[src/rtl/tug_of_war_field_if.sv]
// Button inputs and playfield/score outputs of the tug-of-war field.
// The slave modport is the field itself; the master modport is the button/display side.
interface tug_of_war_field_if #(
  parameter int NUM_LIGHTS  = 9,
  parameter int SCORE_WIDTH = 3
);
  logic                   L;
  logic                   R;
  logic [NUM_LIGHTS-1:0]  lights;
  logic [1:0]             winner;
  logic [SCORE_WIDTH-1:0] left_score;
  logic [SCORE_WIDTH-1:0] right_score;
  logic                   game_over;

  modport master (
    output L, R,
    input  lights, winner, left_score, right_score, game_over
  );

  modport slave (
    input  L, R,
    output lights, winner, left_score, right_score, game_over
  );
endinterface

[src/rtl/tug_of_war_field.sv]
// Tug-of-war playfield: edge-detected presses move a one-hot light, with round/game scoring.
// A press sampled at a clock edge is reflected in the registered outputs at that edge; no backpressure.
module tug_of_war_field #(
  parameter int NUM_LIGHTS  = 9,
  parameter int SCORE_WIDTH = 3
) (
  input  logic              clk,
  input  logic              reset,
  tug_of_war_field_if.slave io
);
  localparam int POS_W = $clog2(NUM_LIGHTS);
  localparam logic [POS_W-1:0] CENTRE   = POS_W'((NUM_LIGHTS - 1) / 2);
  localparam logic [POS_W-1:0] LEFT_END = POS_W'(NUM_LIGHTS - 1);
  localparam logic [SCORE_WIDTH-1:0] SCORE_MAX = '1;

  typedef enum logic [1:0] {PLAY, ROUND_END, GAME_OVER} state_t;

  state_t                 state, state_nxt;
  logic [POS_W-1:0]       pos, pos_nxt;
  logic [1:0]             winner, winner_nxt;
  logic [SCORE_WIDTH-1:0] left_score, left_score_nxt;
  logic [SCORE_WIDTH-1:0] right_score, right_score_nxt;
  logic [NUM_LIGHTS-1:0]  lights, lights_nxt;
  logic                   game_over, game_over_nxt;
  logic                   l_prev, r_prev;
  logic                   lp, rp;

  assign lp = io.L & ~l_prev;
  assign rp = io.R & ~r_prev;

  always_ff @(posedge clk or posedge reset) begin
    if (reset) begin
      state       <= PLAY;
      pos         <= CENTRE;
      winner      <= 2'b00;
      left_score  <= '0;
      right_score <= '0;
      lights      <= NUM_LIGHTS'(1) << CENTRE;
      game_over   <= 1'b0;
      l_prev      <= 1'b0;
      r_prev      <= 1'b0;
    end else begin
      state       <= state_nxt;
      pos         <= pos_nxt;
      winner      <= winner_nxt;
      left_score  <= left_score_nxt;
      right_score <= right_score_nxt;
      lights      <= lights_nxt;
      game_over   <= game_over_nxt;
      l_prev      <= io.L;
      r_prev      <= io.R;
    end
  end

  always_comb begin
    state_nxt       = state;
    pos_nxt         = pos;
    winner_nxt      = winner;
    left_score_nxt  = left_score;
    right_score_nxt = right_score;
    unique case (state)
      PLAY: begin
        winner_nxt = 2'b00;
        if (lp && !rp) begin
          if (pos == LEFT_END) begin
            winner_nxt     = 2'b01;
            left_score_nxt = left_score + SCORE_WIDTH'(1);
            state_nxt      = (left_score_nxt == SCORE_MAX) ? GAME_OVER : ROUND_END;
          end else begin
            pos_nxt = pos + POS_W'(1);
          end
        end else if (rp && !lp) begin
          if (pos == '0) begin
            winner_nxt      = 2'b10;
            right_score_nxt = right_score + SCORE_WIDTH'(1);
            state_nxt       = (right_score_nxt == SCORE_MAX) ? GAME_OVER : ROUND_END;
          end else begin
            pos_nxt = pos - POS_W'(1);
          end
        end
      end
      ROUND_END: begin
        // The restarting press only recentres; it never moves the light.
        if (lp || rp) begin
          state_nxt  = PLAY;
          pos_nxt    = CENTRE;
          winner_nxt = 2'b00;
        end
      end
      GAME_OVER: ;
      default: state_nxt = PLAY;
    endcase
  end

  always_comb begin
    lights_nxt    = '0;
    game_over_nxt = (state_nxt == GAME_OVER);
    if (state_nxt == PLAY)
      lights_nxt[pos_nxt] = 1'b1;
  end

  assign io.lights      = lights;
  assign io.winner      = winner;
  assign io.left_score  = left_score;
  assign io.right_score = right_score;
  assign io.game_over   = game_over;
endmodule

[src/flat_wrapper.sv]
// flat-port wrapper written by rule: the top's interface ports become plain ports
module tug_of_war_field_flat 
#(
  parameter int NUM_LIGHTS  = 9,
  parameter int SCORE_WIDTH = 3
)
  (clk, reset, io_L, io_R, io_lights, io_winner, io_left_score, io_right_score, io_game_over);
  tug_of_war_field_if #(.NUM_LIGHTS(NUM_LIGHTS), .SCORE_WIDTH(SCORE_WIDTH)) io_i ();
  input  logic clk;
  input  logic reset;
  input wire logic [$bits(io_i.L)-1:0] io_L;
  input wire logic [$bits(io_i.R)-1:0] io_R;
  output wire logic [$bits(io_i.lights)-1:0] io_lights;
  output wire logic [$bits(io_i.winner)-1:0] io_winner;
  output wire logic [$bits(io_i.left_score)-1:0] io_left_score;
  output wire logic [$bits(io_i.right_score)-1:0] io_right_score;
  output wire logic [$bits(io_i.game_over)-1:0] io_game_over;
  assign io_i.L = io_L;
  assign io_i.R = io_R;
  assign io_lights = io_i.lights;
  assign io_winner = io_i.winner;
  assign io_left_score = io_i.left_score;
  assign io_right_score = io_i.right_score;
  assign io_game_over = io_i.game_over;
  tug_of_war_field #(.NUM_LIGHTS(NUM_LIGHTS), .SCORE_WIDTH(SCORE_WIDTH)) u_core (.clk(clk), .reset(reset), .io(io_i));
endmodule
[config.mk]
export PLATFORM = sky130hd
export DESIGN_NAME = tug_of_war_field_flat
export DESIGN_NICKNAME = d
export VERILOG_FILES = /design/src/rtl/tug_of_war_field_if.sv /design/src/rtl/tug_of_war_field.sv /design/src/flat_wrapper.sv
export SDC_FILE = /design/constraint.sdc
export NUM_CORES = 1
export LEC_CHECK = 0
export ABC_CLOCK_PERIOD_IN_PS = 4800
export CAP_MARGIN = 20
export CORE_MARGIN = 2
export CORE_UTILIZATION = 40
export DETAILED_ROUTE_END_ITERATION = 12
export PLACE_DENSITY = 0.69
export SLEW_MARGIN = 20
export SYNTH_ARGS = -nofsm -noshare
export SYNTH_HDL_FRONTEND = slang
export SYNTH_SLANG_ARGS = --single-unit
[constraint.sdc]
create_clock -name clk -period 4.8 [get_ports clk]
set_clock_uncertainty 0.05 [all_clocks]
set_input_delay 0.96 -clock clk [delete_from_list [all_inputs] [get_ports clk]]
set_output_delay 0.96 -clock clk [all_outputs]
set_load 0.01 [all_outputs]
==> results_dict.tcl <==
set metrics [dict create \
    status "finished, final reports clean" \
    tritoncts "built" \
    slew_viol_final 0 \
    power_uw 980.9 \
    drive_gt1_share_pct 11.18 \
    grt_use_total_pct 15.97 \
    post_cts_buffers 0 \
    startpoint "io_R" \
    rsz0062_at_grt "false" \
    wirelength_um 2976 \
    core_um2 3390 \
    cts_resized 0 \
    r2r_slack_ns 2.55 \
    setup_viol 0 \
    start_kind "input pin" \
    clk_pin_slew_ns 0.14 \
    remaining_drc_errors 0 \
    hp-class "reg -> reg" \
    syn_inst 143 \
    hold_buffers 0 \
    dpl.cell_count 202 \
    io_pins 22 \
    synth.cell_area_um2 1441 \
    numCtsBuffers 3 \
    grt_pass1_wl_um 5181 \
    antenna_cells 0 \
    fin_crit_ns 2.957 \
    start_util_pct 42.52 \
    r2r_cells 8 \
    timing.final.crit_share_pct 61.60 \
    cts_buffer_depth 2 \
    powerDensity_nw_per_um2 568.1 \
    gp_congestion 0.8617 \
    htree_levels 1 \
    endpoint_kind "register" \
    cts_sinks 26 \
    vias 1079 \
    die-area_um2 4100 \
    die_x_um 64.03 \
    ys_seq_elements 26 \
    area_growth_pct 19.79 \
    synth_cell_type_count 46 \
    ys_seq_area_share_pct 45.31 \
    finalSetupTns_ns 0 \
    critPathCapture "u_core.io.lights[8]$_DFF_PP0_" \
    grt_pass1_vias 1103 \
    p_leak_nw 0.7481 \
    ant_nets 0 \
    hold_viol 0 \
    fmax_mhz 338.2 \
    worst-path-max-fanout 8 \
    worst-endpoint-required_ns 4.97 \
    ir_worst_vdd_uv 275.0 \
    slew_headroom_pct 56.65 \
    grt_max_degree 27 \
    hpwl_um 2149 \
    nets 172 \
    rr_startpoint "u_core.pos[1]$_DFF_PP0_" \
    final_cells 207 \
    antenna_found_initial 0 \
    r2r_end "u_core.io.lights[8]$_DFF_PP0_" \
    syn-num-nets 153 \
    worst_slew_pin_slew_ns 0.6489 \
    cts-root-buf "clkbuf_4" \
    via_per_inst 5.213 \
    portBuffers 21 \
    rows 21 \
    drtIter0Drc 22 \
    overflow 0 \
    dr.pass1.iters 4 \
    max-cap-violations 0 \
    wl_per_cell_um 14.38 \
    critPathKind "in -> reg" \
    insertion_delay_ns 0.31 \
    synth_warnings 0 \
    die_y_um 64.03 \
    avgSynthCellArea_um2 10.08 \
    timing.critical_path.arrival_ns 3.12 \
]
==> cells in the mapped netlist (all sizes together) <==
master / count / area (um^2)
nor3: 3 / 20.02
a21oi: 4 / 27.53
or4: 1 / 7.510
clkinv: 1 / 8.760
o31ai: 3 / 22.52
inv: 11 / 41.29
nor4b: 1 / 8.760
nand2: 16 / 60.06
a22oi: 2 / 28.78
nor4: 2 / 12.51
nor3b: 1 / 12.51
or2: 1 / 6.260
ha: 6 / 75.07
a41oi: 1 / 8.760
nor2b: 2 / 12.51
o21ai: 4 / 20.02
a31oi: 3 / 18.77
o31a: 2 / 17.52
clkbuf: 2 / 15.01
o41ai: 1 / 8.760
dfstp: 2 / 52.55
buf: 6 / 47.54
or3: 2 / 17.52
mux2i: 1 / 10.01
nand3b: 1 / 7.510
xor2: 2 / 17.52
a2111oi: 1 / 27.53
nand2b: 4 / 25.02
nand4: 2 / 12.51
xnor2: 4 / 35.03
and4b: 1 / 10.01
and3b: 1 / 8.760
nor2: 15 / 56.30
o211ai: 3 / 27.52
dfrtp: 24 / 600.6
nand3: 7 / 52.55
==> registers in the layout, summed over array words and instances (netlist names) <==
register	cells
u_core.io.winner	2
u_core.io.game_over	1
u_core.r_prev	1
u_core.io.left_score	3
u_core.state	2
u_core.io.lights	9
u_core.io.right_score	3
u_core.pos	4
u_core.l_prev	1
==> cells by family after synthesis <==
kind of cell               after synthesis  synth area share (%)
DFF                                     26                 45.31
muxes                                    1                0.6945
AOI/OAI and AO/OA                       24                 14.41
and+or+nand+nor                         60                 22.92
buffers and inverters                   20                 7.812
xor gates and xnor gates                 6                 3.646
adders and majority gates                6                 5.208
==> final cells by class <==
class                      instances  area, um^2
multi-input combinational         97       675.6
timing repair buffer              22       237.7
sequential                        26       653.1
clock inverter                     1       30.03
tap                               46       57.56
inverter                          12       50.05
clock buffer                       3       22.52
fill                             303        1663
==> cells in the final DEF, fill, tap and decap left out, drive strengths merged, types with 3 or more instances in the layout <==
cell	instances
o31ai	3
nand2	16
clkdlybuf4s50	21
nand3	7
clkbuf	3
dfrtp	24
a31oi	3
a21oi	4
nor2	15
ha	6
o21ai	4
nand2b	4
o211ai	3
nor3	3
xnor2	4
inv	10
==> metal layers <==
metal	global-route usage, %	share of wire, %	vias to the layer above
li1	-	-	527
met1	20.56	45	530
met2	27.34	50	20
met3	2.641	3.7	2
met4	4.891	0.74	0
met5	0	0	-
==> per-stage QoR <==
| step | hold WS (ns) | worst slack [ns] | utilization (%) | area [um^2] |
|---|---|---|---|---|
| after detailed placement | 0.4273 | 1.577 | 48.58 | 1647 |
| after global routing | 0.5017 | 1.736 | 50.94 | 1727 |
| after global placement | 0.4117 | 1.691 | 48.58 | 1647 |
| after CTS | 0.4618 | 1.909 | 50.13 | 1699 |
| after floorplan | 0.4565 | 2.453 | - | 1441 |
| final | 0.4572 | 1.843 | 50.94 | 1727 |
==> where the power goes <==
part | leakage, nW | switching, mW | internal, mW
clock | 0.0279 | 0.0643 | 0.0843
sequential | 0.338 | 0.0804 | 0.285
combinational | 0.382 | 0.260 | 0.207
==> worst max-delay path, cell delays in order <==
cell and delay (ns):
clkdlybuf4s50_1 0.49, nor2b_1 0.55, nor3_1 0.20, or2_0 0.26, a22oi_1 0.28, nand2b_1 0.15
nor4_1 0.22
==> worst min-delay path by stage <==
stage / from / to / slack [ns] / cells after the start
finish: u_core.io.winner[0]$_DFFE_PP0P_ / u_core.io.winner[0]$_DFFE_PP0P_ / 0.46 / 2
global route: u_core.io.winner[0]$_DFFE_PP0P_ / u_core.io.winner[0]$_DFFE_PP0P_ / 0.50 / 2
CTS: u_core.io.winner[0]$_DFFE_PP0P_ / u_core.io.winner[0]$_DFFE_PP0P_ / 0.46 / 2
detailed placement: u_core.io.winner[0]$_DFFE_PP0P_ / u_core.io.winner[0]$_DFFE_PP0P_ / 0.43 / 2
global placement: u_core.io.winner[1]$_DFFE_PP0P_ / u_core.io.winner[1]$_DFFE_PP0P_ / 0.41 / 2
floorplan: u_core.state[1]$_DFF_PP0_ / u_core.state[0]$_DFF_PP0_ / 0.46 / 2
No activity file was read; power rests on OpenSTA's default activity.
